`src/rtl/n4_c2_serial_negator_pkg.sv`:
```
// Shared constants and state encoding for the serial two's-complement negator.
package n4_c2_serial_negator_pkg;

  localparam int N_BITS_DEFAULT = 4;

  typedef enum logic [1:0] {
    ST_IDLE   = 2'b00,
    ST_COPY   = 2'b01,
    ST_INVERT = 2'b10,
    ST_DONE   = 2'b11
  } state_e;

endpackage

```
`src/rtl/n4_shift_register.sv`:
```
// Right shift register: serial input enters at the MSB, with load-enable and
// synchronous clear. Reset has priority over clear, clear over shift.
module n4_shift_register #(
  parameter int WIDTH = 4
) (
  input  logic             clk,
  input  logic             srst,
  input  logic             clr,
  input  logic             en,
  input  logic             sin,
  output logic [WIDTH-1:0] q
);

  logic [WIDTH-1:0] q_q;
  logic [WIDTH-1:0] q_d;

  // Next contents: clear, shift right with sin at the top, or hold.
  always_comb begin
    q_d = q_q;
    if (clr) begin
      q_d = '0;
    end else if (en) begin
      q_d = {sin, q_q[WIDTH-1:1]};
    end
  end

  // Contents register with synchronous reset.
  always_ff @(posedge clk) begin
    if (srst) begin
      q_q <= '0;
    end else begin
      q_q <= q_d;
    end
  end

  assign q = q_q;

endmodule

```
`src/rtl/n4_c2_serial_negator.sv`:
```
// Serial two's-complement negator. Operand bits arrive LSB first; bits are
// copied up to and including the first 1, and inverted afterwards. The
// result accumulates in a right shift register and is presented with a
// valid/ready handshake once all operand bits have been taken.
module n4_c2_serial_negator
  import n4_c2_serial_negator_pkg::*;
#(
  parameter int N_BITS = N_BITS_DEFAULT
) (
  input  logic              clock,
  input  logic              reset,
  input  logic              start,
  input  logic              x_bit,
  input  logic              bit_valid,
  output logic              bit_ready,
  output logic [N_BITS-1:0] z3_z0,
  output logic              ow,
  output logic              out_valid,
  input  logic              out_ready
);

  localparam int CNT_W = (N_BITS > 1) ? $clog2(N_BITS) : 1;

  state_e           state_q;
  state_e           state_d;
  logic [CNT_W-1:0] cnt_q;
  logic [CNT_W-1:0] cnt_d;
  logic             x3_q;
  logic             x3_d;

  logic             sr_clr;
  logic             sr_en;
  logic             sr_sin;
  logic [N_BITS-1:0] sr_q;

  // Next-state, bit counter, sign capture and shift-register controls.
  always_comb begin
    state_d = state_q;
    cnt_d   = cnt_q;
    x3_d    = x3_q;
    sr_clr  = 1'b0;
    sr_en   = 1'b0;
    sr_sin  = x_bit;

    case (state_q)
      ST_IDLE: begin
        if (start) begin
          state_d = ST_COPY;
          cnt_d   = '0;
          x3_d    = 1'b0;
          sr_clr  = 1'b1;
        end
      end

      ST_COPY, ST_INVERT: begin
        if (bit_valid) begin
          sr_en  = 1'b1;
          // The bit that carries the first 1 is still copied; inversion
          // starts with the following accepted bit.
          sr_sin = (state_q == ST_INVERT) ? ~x_bit : x_bit;
          if (state_q == ST_COPY && x_bit) begin
            state_d = ST_INVERT;
          end
          cnt_d = cnt_q + CNT_W'(1);
          if (cnt_q == CNT_W'(N_BITS - 1)) begin
            x3_d    = x_bit;
            state_d = ST_DONE;
          end
        end
      end

      ST_DONE: begin
        if (out_ready) begin
          state_d = ST_IDLE;
        end
      end

      default: state_d = ST_IDLE;
    endcase
  end

  // State, counter and sign registers with synchronous reset.
  always_ff @(posedge clock) begin
    if (reset) begin
      state_q <= ST_IDLE;
      cnt_q   <= '0;
      x3_q    <= 1'b0;
    end else begin
      state_q <= state_d;
      cnt_q   <= cnt_d;
      x3_q    <= x3_d;
    end
  end

  n4_shift_register #(
    .WIDTH(N_BITS)
  ) u_shift (
    .clk  (clock),
    .srst (reset),
    .clr  (sr_clr),
    .en   (sr_en),
    .sin  (sr_sin),
    .q    (sr_q)
  );

  // Outputs come only from registers and the state decode. Overflow is only
  // possible for the most negative operand: its sign and the result sign
  // are both 1.
  assign bit_ready = (state_q == ST_COPY) || (state_q == ST_INVERT);
  assign out_valid = (state_q == ST_DONE);
  assign z3_z0     = sr_q;
  assign ow        = x3_q & sr_q[N_BITS-1];

endmodule
```
`config.mk`:
```
export PLATFORM = sky130hd
export DESIGN_NAME = n4_c2_serial_negator
export DESIGN_NICKNAME = d
export VERILOG_FILES = /design/src/rtl/n4_c2_serial_negator_pkg.sv /design/src/rtl/n4_shift_register.sv /design/src/rtl/n4_c2_serial_negator.sv
export SDC_FILE = /design/constraint.sdc
export NUM_CORES = 1
export LEC_CHECK = 0
export CORE_UTILIZATION = 41
export CTS_BUF_LIST = sky130_fd_sc_hd__clkbuf_16
export DETAILED_ROUTE_END_ITERATION = 10
export GPL_TIMING_DRIVEN = 0
export PLACE_DENSITY = 0.72
export SYNTH_ARGS = -nofsm -noshare
export SYNTH_HDL_FRONTEND = slang
export SYNTH_SLANG_ARGS = --single-unit
```
`constraint.sdc`:
```
create_clock -name clock -period 1.7 [get_ports clock]
set_input_delay 0.425 -clock clock [delete_from_list [all_inputs] [get_ports clock]]
set_output_delay 0.425 -clock clock [all_outputs]
set_load 0.01 [all_outputs]
```
==> key figures <==
Critical path
  – Startpoint type of the worst setup path: register
  – Critical path data arrival time: 1.76 ns
  – Critical path fanouts, max: 4
  – Reg2reg end: state_q[0]
  – R2r worst-path depth: 6
  – CP endpoint kind: register
  – Crit path kind: register to register
  – Reg-to-reg slack, setup: 0.07 ns
  – Worst EP required: 1.83 ns
  – Critical R2R Launch: state_q[0]

Layout
  – Utilization after layout: 65.81%
  – Layout cell share with drive strength beyond 1: 20.78%
  – Layout Cells excl Fill: 91
  – P&R area growth vs syn: 41.61%
  – Fin area: 770.7 um2
  – Filler Cell Count: 99
  – Nets: 89
  – ANT cells: 0
  – FF+latch area: 185.2 um2
  – Multi-input logic area: 352.8 um2

Route
  – Drt wl/cell: 13.69 um
  – Routed WL: 1246 um
  – DRT Pass-1 Iters: 2
  – Mean number of vias per cell: 5.165
  – Remaining DRCs: 0
  – Remaining antenna violation count: 0
  – Routed vias: 470
  – DRT iter0 DRCs: 7

Synthesis
  – Post-Synth XOR/XNOR Area: 1.609%
  – Synth Net Count: 73
  – Post-Synthesis Cells: 62
  – Post-synthesis adder-cell area fraction: 11.49%
  – Synth unique cells: 26
  – Yosys warns: 0
  – Simple-gate share of the synthesized area: 26.44%
  – Ys async rst share: 0%
  – Synthesized flop and latch total: 9
  – Register area share after synthesis: 33.10%
  – Synth area leader: dfxtp_1
  – Synth Area in Compound Gates: 21.15%
  – Top_reg_cell synth: dfxtp_1
  – Largest family of logic cells by synthesized area: simple AND/OR/NAND/NOR gates
  – Mean Syn Cell Area: 8.779 um2
  – EDFF count, synth: 0
  – Top cells by area, synth: dfxtp_1 33%, ha_1 11%, a21oi_1 6.4%
  – Yosys top cell area share: 33.10%
  – Multiplexer area fraction after synthesis: 1.839%
  – Post-synth design cell area: 544.3 um2

Placed design
  – Pre-CTS setup slack: -0.2027 ns
  – Detailed Place HPWL: 870.8 um
  – GPL Wtd Cong: 0.7238
  – IO Port Bufs: 12
  – Area after DPL: 694.4 um2
  – Placed cell count: 88

Clocking
  – CTS tree: done
  – CTS Buf Count: 3
  – Setup bufs post-CTS: 0
  – Worst-Skew Late Latency: 0.24 ns
  – CTS root buffer: clkbuf_16
  – Clock-pin slew on the worst setup and hold paths: 0.04 ns
  – Hold-fix buffers, CTS: 0
  – CTS sink count: 9
  – Worst-case clock buffer depth: 2
  – CTS H-tree depth: 1

Die
  – CORE AREA: 1171 um2
  – Die area: 1477 um2
  – Die H: 38.44 um
  – I/O pin cnt: 13
  – Initial core utilization: 46.47%
  – Die Wd: 38.44 um
  – Rows: 12

Min path
  – Beginning of the worst hold path: u_shift.q[1]
  – Hold worst-path end: u_shift.q[0]
  – Hold Path Stages: 2
  – Hold crit path type: register to register

Global routing
  – First-pass GRT wire length: 1869 um
  – Vias in the first global route: 396
  – Initial antenna violation count: 0
  – Largest net degree at the start of global routing: 11
  – GRT Util Overall: 21.21%
  – GRT overflow: 0

STA
  – Final period util: 95.67%
  – Slew of the pin with the lowest slew margin: 0.3311 ns
  – Rel. slew slack: 77.93%
  – PnR worst setup slack: 0.07366 ns
  – Max Freq: 614.9 MHz
  – Setup violations, final: 0
  – Final Hold Fails: 0
  – Fin. max-slew vios: 0
  – Final Skew: 0.002381 ns
  – Post-route minimum period: 1.626 ns
  – RSZ-0062 raised after global routing: false
  – Total negative slack: 0 ns

Status
  – Status: complete, no violations

Power
  – Pwr dens: 1780 nW/um2
  – Static Leak: 0.0002996 uW
  – Maximum vdd drop: 1.030 mV

Run
  – Maximum Capacitance Violations: 0
[stage by stage]
step / total power, uW / hold slack (ns)
detailed placement: 965.5 / 0.4497
floorplan: 807.0 / 0.4318
global placement: 952.8 / 0.4455
global route: 1457 / 0.4779
finish: 1372 / 0.4624
CTS: 1386 / 0.4645
[flip-flops by register name, indices dropped and copies added, names as in the netlist]
register	flops
x3_q	1
u_shift.q	4
state_q	2
cnt_q	2
[how the worst max path moves through the flow]
| stage | startpoint | end | slack (ns) | cells after the start |
|---|---|---|---|---|
| after global placement | x_bit | state_q[1] | -0.17 | 5 |
| after detailed placement | x_bit | state_q[0] | -0.20 | 5 |
| after floorplan | state_q[0] | state_q[1] | 0.06 | 7 |
| after CTS | x_bit | state_q[0] | 0.03 | 5 |
| after global routing | state_q[0] | state_q[1] | 0.008 | 6 |
| final | state_q[0] | state_q[0] | 0.07 | 6 |
[cell usage after synthesis, types with 2 or more instances]
cell type  count
o21ai_0        3
ha_1           5
a21oi_1        7
nor2_1         6
inv_1          2
nor2b_2        2
dfxtp_1        9
nand2_1        8
nor2b_1        2
a211oi_1       2
[cell families (layout without fill, tap and decap cells)]
logic type	Yosys count	after routing
and+or+nand+nor	26	26
AOI/OAI and AO/OA	16	16
DFF	9	9
adders and majority gates	5	5
buffers and inverters	4	19
xor gates and xnor gates	1	1
muxes	1	1
[power breakdown]
| part | internal, uW | switching, uW | total [uW] |
|---|---|---|---|
| clock | 310 | 104 | 414 |
| combinational | 324 | 336 | 660 |
| sequential | 258 | 39.8 | 298 |
[critical path: stages, from the launching register on]
cell	delay (ns)
dfxtp_4	0.35
inv_2	0.05
ha_4	0.24
nor2b_2	0.17
a2111oi_4	0.41
nor2_1	0.07
a211oi_1	0.23
[layer usage]
layer	vias up	track usage, %	wire [um]
li1	246	-	-
met1	210	24.20	555
met2	9	30.08	597
met3	5	10.47	54
met4	0	15.52	38
met5	-	0	0
[what timing repair did]
| item | 4_1_cts | 5_1_grt |
|---|---|---|
| gates resized for setup | 5 | 3 |
| setup endpoints to repair | 6 | 3 |
| pin swaps | 1 | 1 |
[placed cells by master (no fill, tap or decap), drive strengths merged]
master / n
mux2i: 1
nand4: 1
a31oi: 1
nand2: 8
a21o: 1
nand3: 1
or2: 1
clkdlybuf4s50: 9
and2: 2
xnor2: 1
nor3b: 1
o21ai: 3
a21oi: 7
a211oi: 2
clkbuf: 3
nor2: 6
clkinv: 1
dfxtp: 9
ha: 5
o41ai: 1
nor2b: 5
and2b: 1
inv: 2
a2111oi: 1
buf: 1
dlygate4sd2: 3
[layout make-up]
| class | instances | share of cell area (%) |
|---|---|---|
| multi-input combinational | 49 | 45.78 |
| sequential | 9 | 24.03 |
| timing repair buffer | 12 | 15.10 |
| clock buffer | 3 | 9.740 |
| tap | 14 | 2.273 |
| buffer | 1 | 1.461 |
| inverter | 2 | 0.9740 |
| clock inverter | 1 | 0.6494 |
Note: power is estimated with default switching activity, not from simulation.
==> RTL edit 1 (config.mk and constraints unchanged) <==
Change the package constant `N_BITS_DEFAULT` from 4 to 8.
--- a/src/rtl/n4_c2_serial_negator_pkg.sv
+++ b/src/rtl/n4_c2_serial_negator_pkg.sv
@@ -1,7 +1,7 @@
 // Shared constants and state encoding for the serial two's-complement negator.
 package n4_c2_serial_negator_pkg;
 
-  localparam int N_BITS_DEFAULT = 4;
+  localparam int N_BITS_DEFAULT = 8;
 
   typedef enum logic [1:0] {
     ST_IDLE   = 2'b00,
Interface: changed (resized z3_z0); port bits go from 13 to 17. The function was not compared with the original's and may differ.
==> RTL edit 1 against the original RTL <==
- design area is 32% higher
- routed wire length is 18% higher
- total power is 9.1% lower
- synthesized area is 40% higher
- global-route usage is 4.2 points lower
- combinational power is 33% lower
- setup slack worse by 0.030 ns
- non-clock buffer count is 5 higher
- sequential cell count is 5 higher
- largest cell class unchanged
==> RTL edit 1: results (changes against the original RTL) <==
via count = 664 (+41%)
data arrival time of the worst path = 1.23 ns (-0.53 ns)
multi-input gates = 68 (+39%)
worst hold slack = 0.449 ns (-0.0130 ns)
clk root buf = clkbuf_16
Worst path max stage delay = 0.53 ns (+0.12 ns)
multi-input gate share of the layout cell area = 0.449 (-0.00871)
Seq/Total Area, Yosys = 0.369 (+0.0380)
fin crit period = 1.66 ns (+0.0298 ns)
initial drt markers = 8 (+1)
worst vdd ir = 753 µV (-27%)
Layout area overhead = 34.3%
Port Buf Inserts = 14 (+2)
Synth Register Bits = 14 (+5)
wl on met1 = 680 µm (+23%)
Buffers excl. clock = 18 (+5)
vias in the first global route = 592 (+49%)
pre-CTS WS = -0.254 ns (-0.0514 ns)
Cell Count, Final, Fillers Out = 132 (+45%)
final HPWL from detailed placement = 1.10 mm (+26%)
Detail Route met3 WL = 57 µm (+5.6%)
slew at the pin closest to its max-slew limit = 0.410 ns (+0.0785 ns)
metal2 WL = 711 µm (+19%)
GR Util All Layers = 0.170 (-0.0420)
sequential share of cell area = 0.277 (+0.0370)
max reg flops = 8 (+4)
met2 Usage GRT = 0.284 (-0.0168)
Pre-antenna DRT Iters = 4 (+2)
Worst path top cell family by delay = buffers and inverters
final setup skew = 0.000521 ns (-0.00186 ns)
GRT met1 Usage = 0.203 (-0.0390)
first-pass GRT wire length = 2.44 mm (+31%)
Total Nets Final = 121 (+36%)
post_cts resized = 4 (-1)
Leak = 0.373 nW (+25%)
Post-synth top cells = 15 x nand2_1, 14 x dfxtp_1, 11 x a21oi_1
share of layout cells above drive strength 1 = 0.140 (-0.0676)
met3 Track Usage GR = 0.0360 (-0.0687)
Filler cells = 177 (+79%)
dpl cell area = 943 µm² (+36%)
worst skew pair latency = 0.24 ns (about the same)
placer congestion estimate = 0.779 (+7.6%)
worst reg2reg endpoint = state_q[1]
Distinct cells, synth = 32 (+23%)
Worst R2R Path Depth = 5 (-1)
Hold Crit Start = u_shift.q[0]
status = complete, no violations
syn avg cell area = 8.44 µm² (-3.9%)
die width = 45.0 µm (+17%)
WL/cell = 11.2 µm (-18%)
critical path's slowest cell = clkdlybuf4s50_1
clk cell area share = 0.0736 (-0.0303)
[RTL edit 1: per-stage QoR]
step                TNS, ns   util
floorplan                 0      -
global placement     -0.341  0.546
detailed placement   -0.386  0.546
CTS                       0  0.588
global route              0  0.591
finish                    0  0.591
[RTL edit 1: cells by family (layout without fill, tap and decap cells)]
kind of cell,after synthesis,in the layout,share of synthesized area
simple gates,37,37,0.260
compound gates,24,24,0.214
flops,14,14,0.369
buf+inv,8,25,0.0461
fa+ha+maj,6,6,0.0988
xor+xnor,1,1,0.0115
[RTL edit 1: worst max-delay path by stage]
stage,from,endpoint
3_3_place_gp,start,state_q[1]
2_1_floorplan,state_q[0],state_q[1]
5_1_grt,state_q[1],bit_ready
4_1_cts,u_shift.q[7],ow
6_report,u_shift.q[7],ow
3_5_place_dp,start,state_q[1]
[RTL edit 1: report_power, final]
| part | switching (mW) | internal, mW |
|---|---|---|
| Combinational | 0.242 | 0.199 |
| Sequential | 0.0227 | 0.357 |
| Clock | 0.120 | 0.306 |
| Total | 0.385 | 0.862 |
==> RTL edit 2 (config.mk and constraints unchanged) <==
Without the edit above. The 4 states of `state_e` get a one-hot encoding in 4 bits.
--- a/src/rtl/n4_c2_serial_negator_pkg.sv
+++ b/src/rtl/n4_c2_serial_negator_pkg.sv
@@ -3,11 +3,11 @@
 
   localparam int N_BITS_DEFAULT = 4;
 
-  typedef enum logic [1:0] {
-    ST_IDLE   = 2'b00,
-    ST_COPY   = 2'b01,
-    ST_INVERT = 2'b10,
-    ST_DONE   = 2'b11
+  typedef enum logic [3:0] {
+    ST_IDLE   = 4'b0001,
+    ST_COPY   = 4'b0010,
+    ST_INVERT = 4'b0100,
+    ST_DONE   = 4'b1000
   } state_e;
 
 endpackage
Function: same outputs for any inputs over 10 cycles, from zero or initial values and one cycle with reset high; not proved beyond that.
==> RTL edit 2 against the original RTL <==
- setup slack got worse by 0.026 ns
- synthesized cell count increased by 1.6%
- fmax down 1.5%
- critical path depth shrank 4
- synthesized area increased by 19%
- sequential cell count rose by 2
- design area rose by 19%
- routed wire length fell by 1.2%
Power is not compared: it rests on default switching activity, and its combinational part moved more than twofold at a synthesized area within 25%.
==> RTL edit 2: results (changes against the original RTL) <==
wl on met1 = 591 µm (+6.5%)
Worst R2R Path Depth = 5 (-1)
first-pass GRT wire length = 2.04 mm (+9.3%)
final HPWL from detailed placement = 880 µm (+1.1%)
worst hold stages = 1 (-1)
share of layout cells above drive strength 1 = 0.275 (+0.0672)
met2 Usage GRT = 0.222 (-0.0790)
critical path's slowest cell = clkdlybuf4s50_1
Distinct cells, synth = 35 (+35%)
via/cell ratio = 5.74 (+11%)
relative slew slack = 0.664 (-0.115)
Post-Syn Instances = 63 (+1.6%)
status = complete, no violations
Pre-antenna DRT Iters = 4 (+2)
dpl cell area = 786 µm² (+13%)
final setup skew = 0.00257 ns (+0.000186 ns)
vias in the first global route = 474 (+20%)
Total Nets Final = 88 (-1.1%)
placed instance count = 90 (+2.3%)
Post-synth top cells = 11 x dfxtp_1, 5 x nor2_1, 5 x nor3_1
worst hold slack = 0.514 ns (+0.0519 ns)
initial drt markers = 15 (+8)
data arrival time of the worst path = 1.23 ns (-0.53 ns)
metal2 WL = 542 µm (-9.2%)
Hold Crit Start = state_q[0]
highest metal used = met3
r2r startpoint = state_q[1]
worst reg2reg endpoint = cnt_q[1]
GRT met1 Usage = 0.199 (-0.0431)
met3 Track Usage GR = 0.0870 (-0.0177)
## RTL edit 2: changes by cell type after synthesis, moves of 3 or more
cell     unedited run  this run
nor4b_1             0         3
nand2_1             8         1
nor3_1              0         5
ha_1                5         1
a21oi_1             7         3
## RTL edit 2: how the worst max path moves through the flow
stage	depth (start not counted)	slack (ns)	start	end
after floorplan	5	0.12	state_q[1]	cnt_q[1]
after CTS	5	-0.09	start	x3_q
after global placement	5	-0.35	start	cnt_q[1]
after detailed placement	5	-0.35	start	cnt_q[1]
final	2	0.05	u_shift.q[3]	ow
after global routing	4	-0.008	state_q[2]	bit_ready
## RTL edit 2: cell families (layout without fill, tap and decap cells)
| logic type | Yosys count | in the layout | synth area share |
|---|---|---|---|
| AND/OR/NAND/NOR | 27 | 27 | 0.290 |
| AO/OA/AOI/OAI | 15 | 15 | 0.195 |
| flip-flops | 11 | 11 | 0.340 |
| buffers and inverters | 4 | 21 | 0.0522 |
| multiplexers | 3 | 3 | 0.0464 |
| XOR/XNOR | 2 | 2 | 0.0561 |
| adder cells (fa/ha/maj) | 1 | 1 | 0.0193 |
## RTL edit 2: where the power goes
part	switching, mW	total [mW]	leakage, nW	internal, mW
clock	0.117	0.428	0.0409	0.311
combinational	0.0617	0.119	0.207	0.0571
sequential	0.00426	0.269	0.0901	0.265
## RTL edit 2: layout make-up
class / instances / area [µm²]
multi-input cells: 48 / 430
flip-flops and latches: 11 / 223
well taps: 15 / 18.8
repair buffers: 13 / 133
clock buffers: 3 / 75.1
fillers: 111 / 464
clock inverters: 1 / 5.00
plain buffers: 4 / 33.8
## RTL edit 2: worst reg2reg max path, stage by stage, from the launching register on
cell and delay (ns):
dfxtp_1 0.30, buf_6 0.14, or4b_1 0.55, o32ai_4 0.16, and3b_1 0.22, o21ba_1 0.16
